### config.mk
export PLATFORM = sky130hd
export DESIGN_NAME = r5p_tcb_arb2
export DESIGN_NICKNAME = d
export VERILOG_FILES = /design/src/rtl/r5p_tcb_arb2.sv
export SDC_FILE = /design/constraint.sdc
export NUM_CORES = 1
export LEC_CHECK = 0
export CORE_AREA = 2 2 121 123
export DETAILED_ROUTE_END_ITERATION = 16
export DIE_AREA = 0 0 123 125
export GPL_TIMING_DRIVEN = 0
export PLACE_DENSITY = 0.6
export SLEW_MARGIN = 20
export SYNTH_ARGS = -nofsm -noshare
export SYNTH_HDL_FRONTEND = slang
export SYNTH_SLANG_ARGS = --single-unit
### constraint.sdc
create_clock -name clk -period 1.9 [get_ports clk]
set_clock_uncertainty 0.05 [all_clocks]
set_input_delay 0.285 -clock clk [delete_from_list [all_inputs] [get_ports clk]]
set_output_delay 0.285 -clock clk [all_outputs]
set_load 0.02 [all_outputs]
### src/rtl/r5p_tcb_arb2.sv
// Two-manager TCB arbiter (IFU = m0, LSU = m1) onto one subordinate port.
// Round-robin on ties, locks a stalled grant, routes responses through a DLY-deep tag pipeline.
module r5p_tcb_arb2 #(
   parameter int unsigned AW  = 32,
   parameter int unsigned DW  = 32,
   parameter int unsigned BW  = DW/8,
   parameter int unsigned DLY = 1
)(
   input  logic          clk,
   input  logic          rst,
   // manager 0 (IFU)
   input  logic          m0_vld,
   input  logic          m0_wen,
   input  logic [AW-1:0] m0_adr,
   input  logic [BW-1:0] m0_ben,
   input  logic [DW-1:0] m0_wdt,
   output logic          m0_rdy,
   output logic [DW-1:0] m0_rdt,
   output logic          m0_err,
   // manager 1 (LSU)
   input  logic          m1_vld,
   input  logic          m1_wen,
   input  logic [AW-1:0] m1_adr,
   input  logic [BW-1:0] m1_ben,
   input  logic [DW-1:0] m1_wdt,
   output logic          m1_rdy,
   output logic [DW-1:0] m1_rdt,
   output logic          m1_err,
   // subordinate
   output logic          s_vld,
   output logic          s_wen,
   output logic [AW-1:0] s_adr,
   output logic [BW-1:0] s_ben,
   output logic [DW-1:0] s_wdt,
   input  logic          s_rdy,
   input  logic [DW-1:0] s_rdt,
   input  logic          s_err
);

   logic gnt;
   logic lst;
   logic lck;
   logic lck_idx;
   logic xfer;
   logic rsp_v;
   logic rsp_idx;

   // NOTE: every branch assigns gnt, so no latch is inferred.
   always_comb begin
      if (lck)                   gnt = lck_idx;
      else if (m0_vld && m1_vld) gnt = ~lst;
      else if (m0_vld)           gnt = 1'b0;
      else if (m1_vld)           gnt = 1'b1;
      else                       gnt = lst;
   end

   assign s_vld = gnt ? m1_vld : m0_vld;
   assign s_wen = gnt ? m1_wen : m0_wen;
   assign s_adr = gnt ? m1_adr : m0_adr;
   assign s_ben = gnt ? m1_ben : m0_ben;
   assign s_wdt = gnt ? m1_wdt : m0_wdt;

   assign m0_rdy = s_rdy & ~gnt & m0_vld;
   assign m1_rdy = s_rdy &  gnt & m1_vld;

   assign xfer = s_vld & s_rdy;

   // A stall locks the current grant; a transfer or a dropped vld releases it.
   // NOTE: non-blocking assignments so every flop samples pre-edge values.
   always_ff @(posedge clk or posedge rst) begin
      if (rst) begin
         lst     <= 1'b1;
         lck     <= 1'b0;
         lck_idx <= 1'b0;
      end else begin
         if (xfer) lst <= gnt;
         lck <= s_vld & ~s_rdy;
         if (s_vld && !s_rdy) lck_idx <= gnt;
      end
   end

   generate
      if (DLY == 0) begin : g_comb
         assign rsp_v   = xfer;
         assign rsp_idx = gnt;
      end else begin : g_pipe
         logic [DLY-1:0] pv;
         logic [DLY-1:0] pi;

         always_ff @(posedge clk or posedge rst) begin
            if (rst) begin
               pv <= '0;
            end else begin
               pv[0] <= xfer;
               for (int i = 1; i < DLY; i++) pv[i] <= pv[i-1];
            end
         end

         // NOTE: index bits are qualified by pv, so they carry no reset.
         always_ff @(posedge clk) begin
            pi[0] <= gnt;
            for (int i = 1; i < DLY; i++) pi[i] <= pi[i-1];
         end

         assign rsp_v   = pv[DLY-1];
         assign rsp_idx = pi[DLY-1];
      end
   endgenerate

   assign m0_rdt = (rsp_v && !rsp_idx) ? s_rdt : '0;
   assign m1_rdt = (rsp_v &&  rsp_idx) ? s_rdt : '0;
   assign m0_err = rsp_v & ~rsp_idx & s_err;
   assign m1_err = rsp_v &  rsp_idx & s_err;

endmodule

==> results.toml, run 1 <==
[logic_synthesis]
yosys_register_bits = 5
yosys_warnings = 0
netlist_area_sq_um = 1550
syn_nets = 353
yosysSeqAreaShare_pct = 7.82
ys_types = 21
synthCells = 177
syn_area_per_cell_sq_um = 8.77

[cells_and_area]
fill_cells = 1429
drive_gt1_share_pct = 41.7
final_cell_mix = "175 x clkdlybuf4s50_1, 58 x mux2_4, 58 x buf_6"
post-route-util_pct = 38.0
diodes = 0
num-nets-final = 681
area_growth_pct = 247
layout_commonest_cell = "clkdlybuf4s50_1"

[setup_path]
cpMaxStageDelayCell = "dfstp_2"
path_delay_family = "buffers and inverters"
crit_path_end_kind = "primary output"
cp_data_arrival_time_ns = 1.92
path_max_fanout = 6
critPathMaxStageDelay_ns = 0.54
cp_data_required_time_ns = 1.56
critPathBufInv = 4
critPathLaunchType = "flip-flop"
critical_path_class = "flip-flop to primary output"
crit_top_cell = "buf_12"
crit_chain = "nor2b_2, o31ai_4, buf_12, buf_12, buf_12, mux2_4, buf_6"

[timing]
final-setup-viol-count = 71
period_needed_ns = 2.25
hold_ws_ns = 0.194
drv_slew = 0
worstMarginPinSlew_ns = 0.268
fin_crit_sh_pct = 118
relSlewSlack_pct = 82.1
worst_slack_ns = -0.351
hold_viol = 0
rsz0062_at_grt = "yes"
max_freq_mhz = 444

[clock_network]
holdBufCountCts = 0
numCtsBuffers = 3
cts_buffer_depth = 2
htreeDepth = 1
insertion_delay_ns = 0.23
clkTransAtPathRegs_ns = 0.03
cts_root_buf = "clkbuf_16"
cts_tree = "yes"
cts_sinks = 5

[global_route]
antenna_found_initial = 0
grtUsageTotal_pct = 12.3
grt_pass1_vias = 2767
grt_overflow = 0
grt_pass1_wl_mm = 14.7
grt_max_degree = 11

[floorplanning]
die_w_um = 123
num_io_pins = 314
die_h_um = 125
num_rows = 44
start_util_pct = 10.9
die-area_sq_um = 15400
core_area_sq_um = 14200

[place]
place_hpwl_mm = 8.94
globalplace.congestion = 0.835
io_buffers = 313
place_ws_ns = -1.19

[detailed_routing]
dr.pass1.iters = 4
viasPerCell = 3.92
ant_nets = 0
vias = 2696
totalWireLength_mm = 10.9
wl_per_cell_um = 15.8
drc_errors = 0
first_iter_violations = 64

[flow_run]
maxCapViolCount = 0

[outcome]
violations = "negative setup slack"
status = "finished, violations left"

[power_and_ir_drop]
power.total_mw = 3.56
power_leakage_nw = 2.65
p_per_area_nw_per_um2 = 660
ir_drop_mv = 0.329

[worst_hold_path]
hold_class = "primary input to async pin"
routing by layer:
| metal | wire [um] | vias to the layer above | GRT usage (%) | share of wire (%) |
|---|---|---|---|---|
| met5 | 0 | - | 0 | 0 |
| met4 | 142 | 0 | 2.61 | 1.3 |
| met3 | 1050 | 11 | 3.06 | 9.6 |
| met2 | 5870 | 170 | 25.2 | 54 |
| met1 | 3810 | 1227 | 12.1 | 35 |
| li1 | - | 1288 | - | - |
flip-flops by register name, summed over array words and instances, names as in the netlist:
| signal | count |
|---|---|
| lst | 1 |
| lck_idx | 1 |
| g_pipe.pi | 1 |
| g_pipe.pv | 1 |
| lck | 1 |
what timing repair did:
item	CTS	global route
resized for setup	510	97
hold endpoints to repair	0	0
buffers inserted	5	2
pin swaps	1	1
cloned	2	3
setup endpoints to repair	135	95
area by class of cell:
class | count | area, sq um | share of cell area [%]
Buffer | 16 | 201 | 3.74
Clock buffer | 4 | 78.8 | 1.46
Inverter | 2 | 7.51 | 0.139
Multi-Input combinational cell | 154 | 1560 | 28.8
Sequential cell | 5 | 124 | 2.30
Tap cell | 184 | 230 | 4.27
Timing Repair Buffer | 323 | 3190 | 59.2
synthesized netlist by cell type (all sizes together):
master,count,area share (%)
a21oi,3,0.97
a31oi,1,0.40
a41oi,1,0.56
and2,33,13
and3,35,14
buf,7,5.1
clkbuf,9,2.2
dfrtp,3,4.8
dfstp,1,1.7
dfxtp,1,1.3
inv,2,0.48
mux2,69,50
nand2,1,0.24
nand2b,1,0.40
nor2,3,0.73
nor2b,3,1.2
nor3,2,0.64
nor3b,1,0.48
o31ai,1,1.4
cells by family after synthesis:
logic type / synth area share (%)
DFF: 7.82
buffers and inverters: 7.74
AOI/OAI and AO/OA: 3.30
muxes: 50.0
and+or+nand+nor: 31.1
worst paths after layout:
| check | slack (ns) | cells after the start | start | end |
|---|---|---|---|---|
| hold reg to reg | 0.52 | 2 | lck_idx | lck_idx |
| max in group asynchronous | 1.38 | 2 | rst | lst |
| hold / removal | 0.19 | 2 | rst | lck_idx |
| setup / recovery | -0.35 | 7 | lst | s_adr[20] |
| setup reg to reg | 0.53 | 5 | lst | g_pipe.pi |
| min in group clk | 0.47 | 2 | m0_vld | lck_idx |
power by group:
group / internal, mW / switching, mW / total, mW
Clock: 0.279 / 0.0747 / 0.353
Sequential: 0.136 / 0.0342 / 0.170
Combinational: 1.75 / 1.29 / 3.03
stage by stage:
| step | cells | setup TNS [ns] | instance area [sq um] |
|---|---|---|---|
| floorplan | 177 | -1.41 | 1650 |
| global placement | 674 | -90.71 | 5010 |
| detailed placement | 674 | -93.75 | 5010 |
| CTS | 685 | -27.46 | 5190 |
| global route | 688 | -25.30 | 5390 |
| finish | 688 | -21.10 | 5390 |
(Power assumes the default switching activity.)
==> inputs of run 2 (changes only) <==
--- a/config.mk
+++ b/config.mk
@@ -5,6 +5,7 @@
 export SDC_FILE = /design/constraint.sdc
 export NUM_CORES = 1
 export LEC_CHECK = 0
+export ABC_AREA = 0
 export CORE_AREA = 2 2 121 123
 export DETAILED_ROUTE_END_ITERATION = 16
 export DIE_AREA = 0 0 123 125
==> results of run 2 <==
The final DEF is identical to that of run 1; final timing and power are the same.
==> inputs of run 3 (changes only) <==
--- a/config.mk
+++ b/config.mk
@@ -10,6 +10,7 @@
 export DETAILED_ROUTE_END_ITERATION = 16
 export DIE_AREA = 0 0 123 125
 export GPL_TIMING_DRIVEN = 0
+export MAX_ROUTING_LAYER = met4
 export PLACE_DENSITY = 0.6
 export SLEW_MARGIN = 20
 export SYNTH_ARGS = -nofsm -noshare
==> run 3 against run 2 <==
- the run still ends with negative setup slack left
- design area unchanged
- global-route usage up 0.36 points
- die area unchanged
- combinational power about the same
- sequential power about the same
==> results.toml, run 3 (synthesis results as in run 1) <==
[outcome]
status = "finished, violations left"
violations = "negative setup slack"

[timing]
worstMarginPinSlew_ns = 0.265
drv_slew = 0
relSlewSlack_pct = 82.3
final-setup-viol-count = 71
rsz0062_at_grt = "yes"
hold_viol = 0
period_needed_ns = 2.25
hold_ws_ns = 0.195
max_freq_mhz = 444
worst_slack_ns = -0.351
fin_crit_sh_pct = 118

[place]
place_hpwl_mm = 8.94
globalplace.congestion = 0.848
io_buffers = 313
place_ws_ns = -1.19

[cells_and_area]
fill_cells = 1429
final_cell_mix = "175 x clkdlybuf4s50_1, 58 x mux2_4, 58 x buf_6"
post-route-util_pct = 38.0
layout_commonest_cell = "clkdlybuf4s50_1"
diodes = 0
num-nets-final = 681
area_growth_pct = 247
drive_gt1_share_pct = 41.7

[detailed_routing]
totalWireLength_mm = 10.9
drc_errors = 0
first_iter_violations = 70
viasPerCell = 3.92
vias = 2698
dr.pass1.iters = 4
ant_nets = 0
wl_per_cell_um = 15.8

[setup_path]
cp_data_arrival_time_ns = 1.92
critPathLaunchType = "flip-flop"
reg2reg_from = "lst"
cp_data_required_time_ns = 1.56
path_max_fanout = 6
crit_path_end_kind = "primary output"
cp-startpoint = "lst"
critical_path_class = "flip-flop to primary output"

[global_route]
grt_pass1_wl_mm = 14.6
grt_max_degree = 11
grt_pass1_vias = 2773
grt_overflow = 0
grtUsageTotal_pct = 12.7
antenna_found_initial = 0

[clock_network]
cts_root_buf = "clkbuf_16"
numCtsBuffers = 3
cts_tree = "yes"
cts_buffer_depth = 2
cts_sinks = 5
clkTransAtPathRegs_ns = 0.03
htreeDepth = 1
insertion_delay_ns = 0.23

[power_and_ir_drop]
power.total_mw = 3.56
power_leakage_nw = 2.65
p_per_area_nw_per_um2 = 660
ir_drop_mv = 0.330

[floorplanning]
die_h_um = 125
num_rows = 44
start_util_pct = 10.9
core_area_sq_um = 14200
num_io_pins = 314
die_w_um = 123
die-area_sq_um = 15400

[flow_run]
maxCapViolCount = 0

[worst_hold_path]
hold_class = "primary input to async pin"
-- run 3: cell counts in the layout (fill, tap and decap cells not counted) --
No cell type changed its count.
-- run 3: worst paths after layout --
| check | to | slack, ns | cells after the start |
|---|---|---|---|
| max | s_adr[20] | -0.35 | 7 |
| min | lck_idx | 0.19 | 2 |
| max reg2reg | g_pipe.pi | 0.53 | 5 |
| min reg2reg | lck_idx | 0.52 | 2 |
| max in group asynchronous | lst | 1.38 | 2 |
| min in group clk | lck_idx | 0.48 | 2 |
-- run 3: power by group --
part	switching [mW]	internal [mW]
Sequential	0.0345	0.136
Clock	0.0753	0.279
Combinational	1.29	1.75
-- run 3: per-stage QoR --
stage	area (sq um)	setup TNS, ns	std cells
floorplan	1650	-1.41	177
global placement	5010	-90.71	674
detailed placement	5010	-93.75	674
CTS	5190	-27.46	685
global route	5390	-25.35	688
finish	5390	-21.07	688
-- run 3: final cells by class --
type	instances	area, sq um	area share [%]
buffer	16	201	3.74
clock buffer	4	78.8	1.46
inverter	2	7.51	0.139
multi-input combinational	154	1560	28.8
sequential	5	124	2.30
tap	184	230	4.27
timing repair buffer	323	3190	59.2
-- run 3: what timing repair did --
item | 4_1_cts | 5_1_grt
pin swaps | 1 | 1
buffers inserted | 5 | 2
hold buffers | 0 | 0
resized for setup | 510 | 97
setup endpoints to repair | 135 | 95
gates cloned | 2 | 3
-- run 3: worst max-delay path, stage by stage, from the launching register on --
cell and delay [ns]:
dfstp_2 0.54, nor2b_2 0.06, o31ai_4 0.24, buf_12 0.19, buf_12 0.13, buf_12 0.10, mux2_4 0.29, buf_6 0.13
-- run 3: metal layers --
metal	track usage (%)	up-vias	routed length [um]
met4	2.61	0	141
met1	12.5	1230	3930
met5	-	-	0
li1	-	1291	-
met2	25.3	166	5870
met3	2.24	11	925
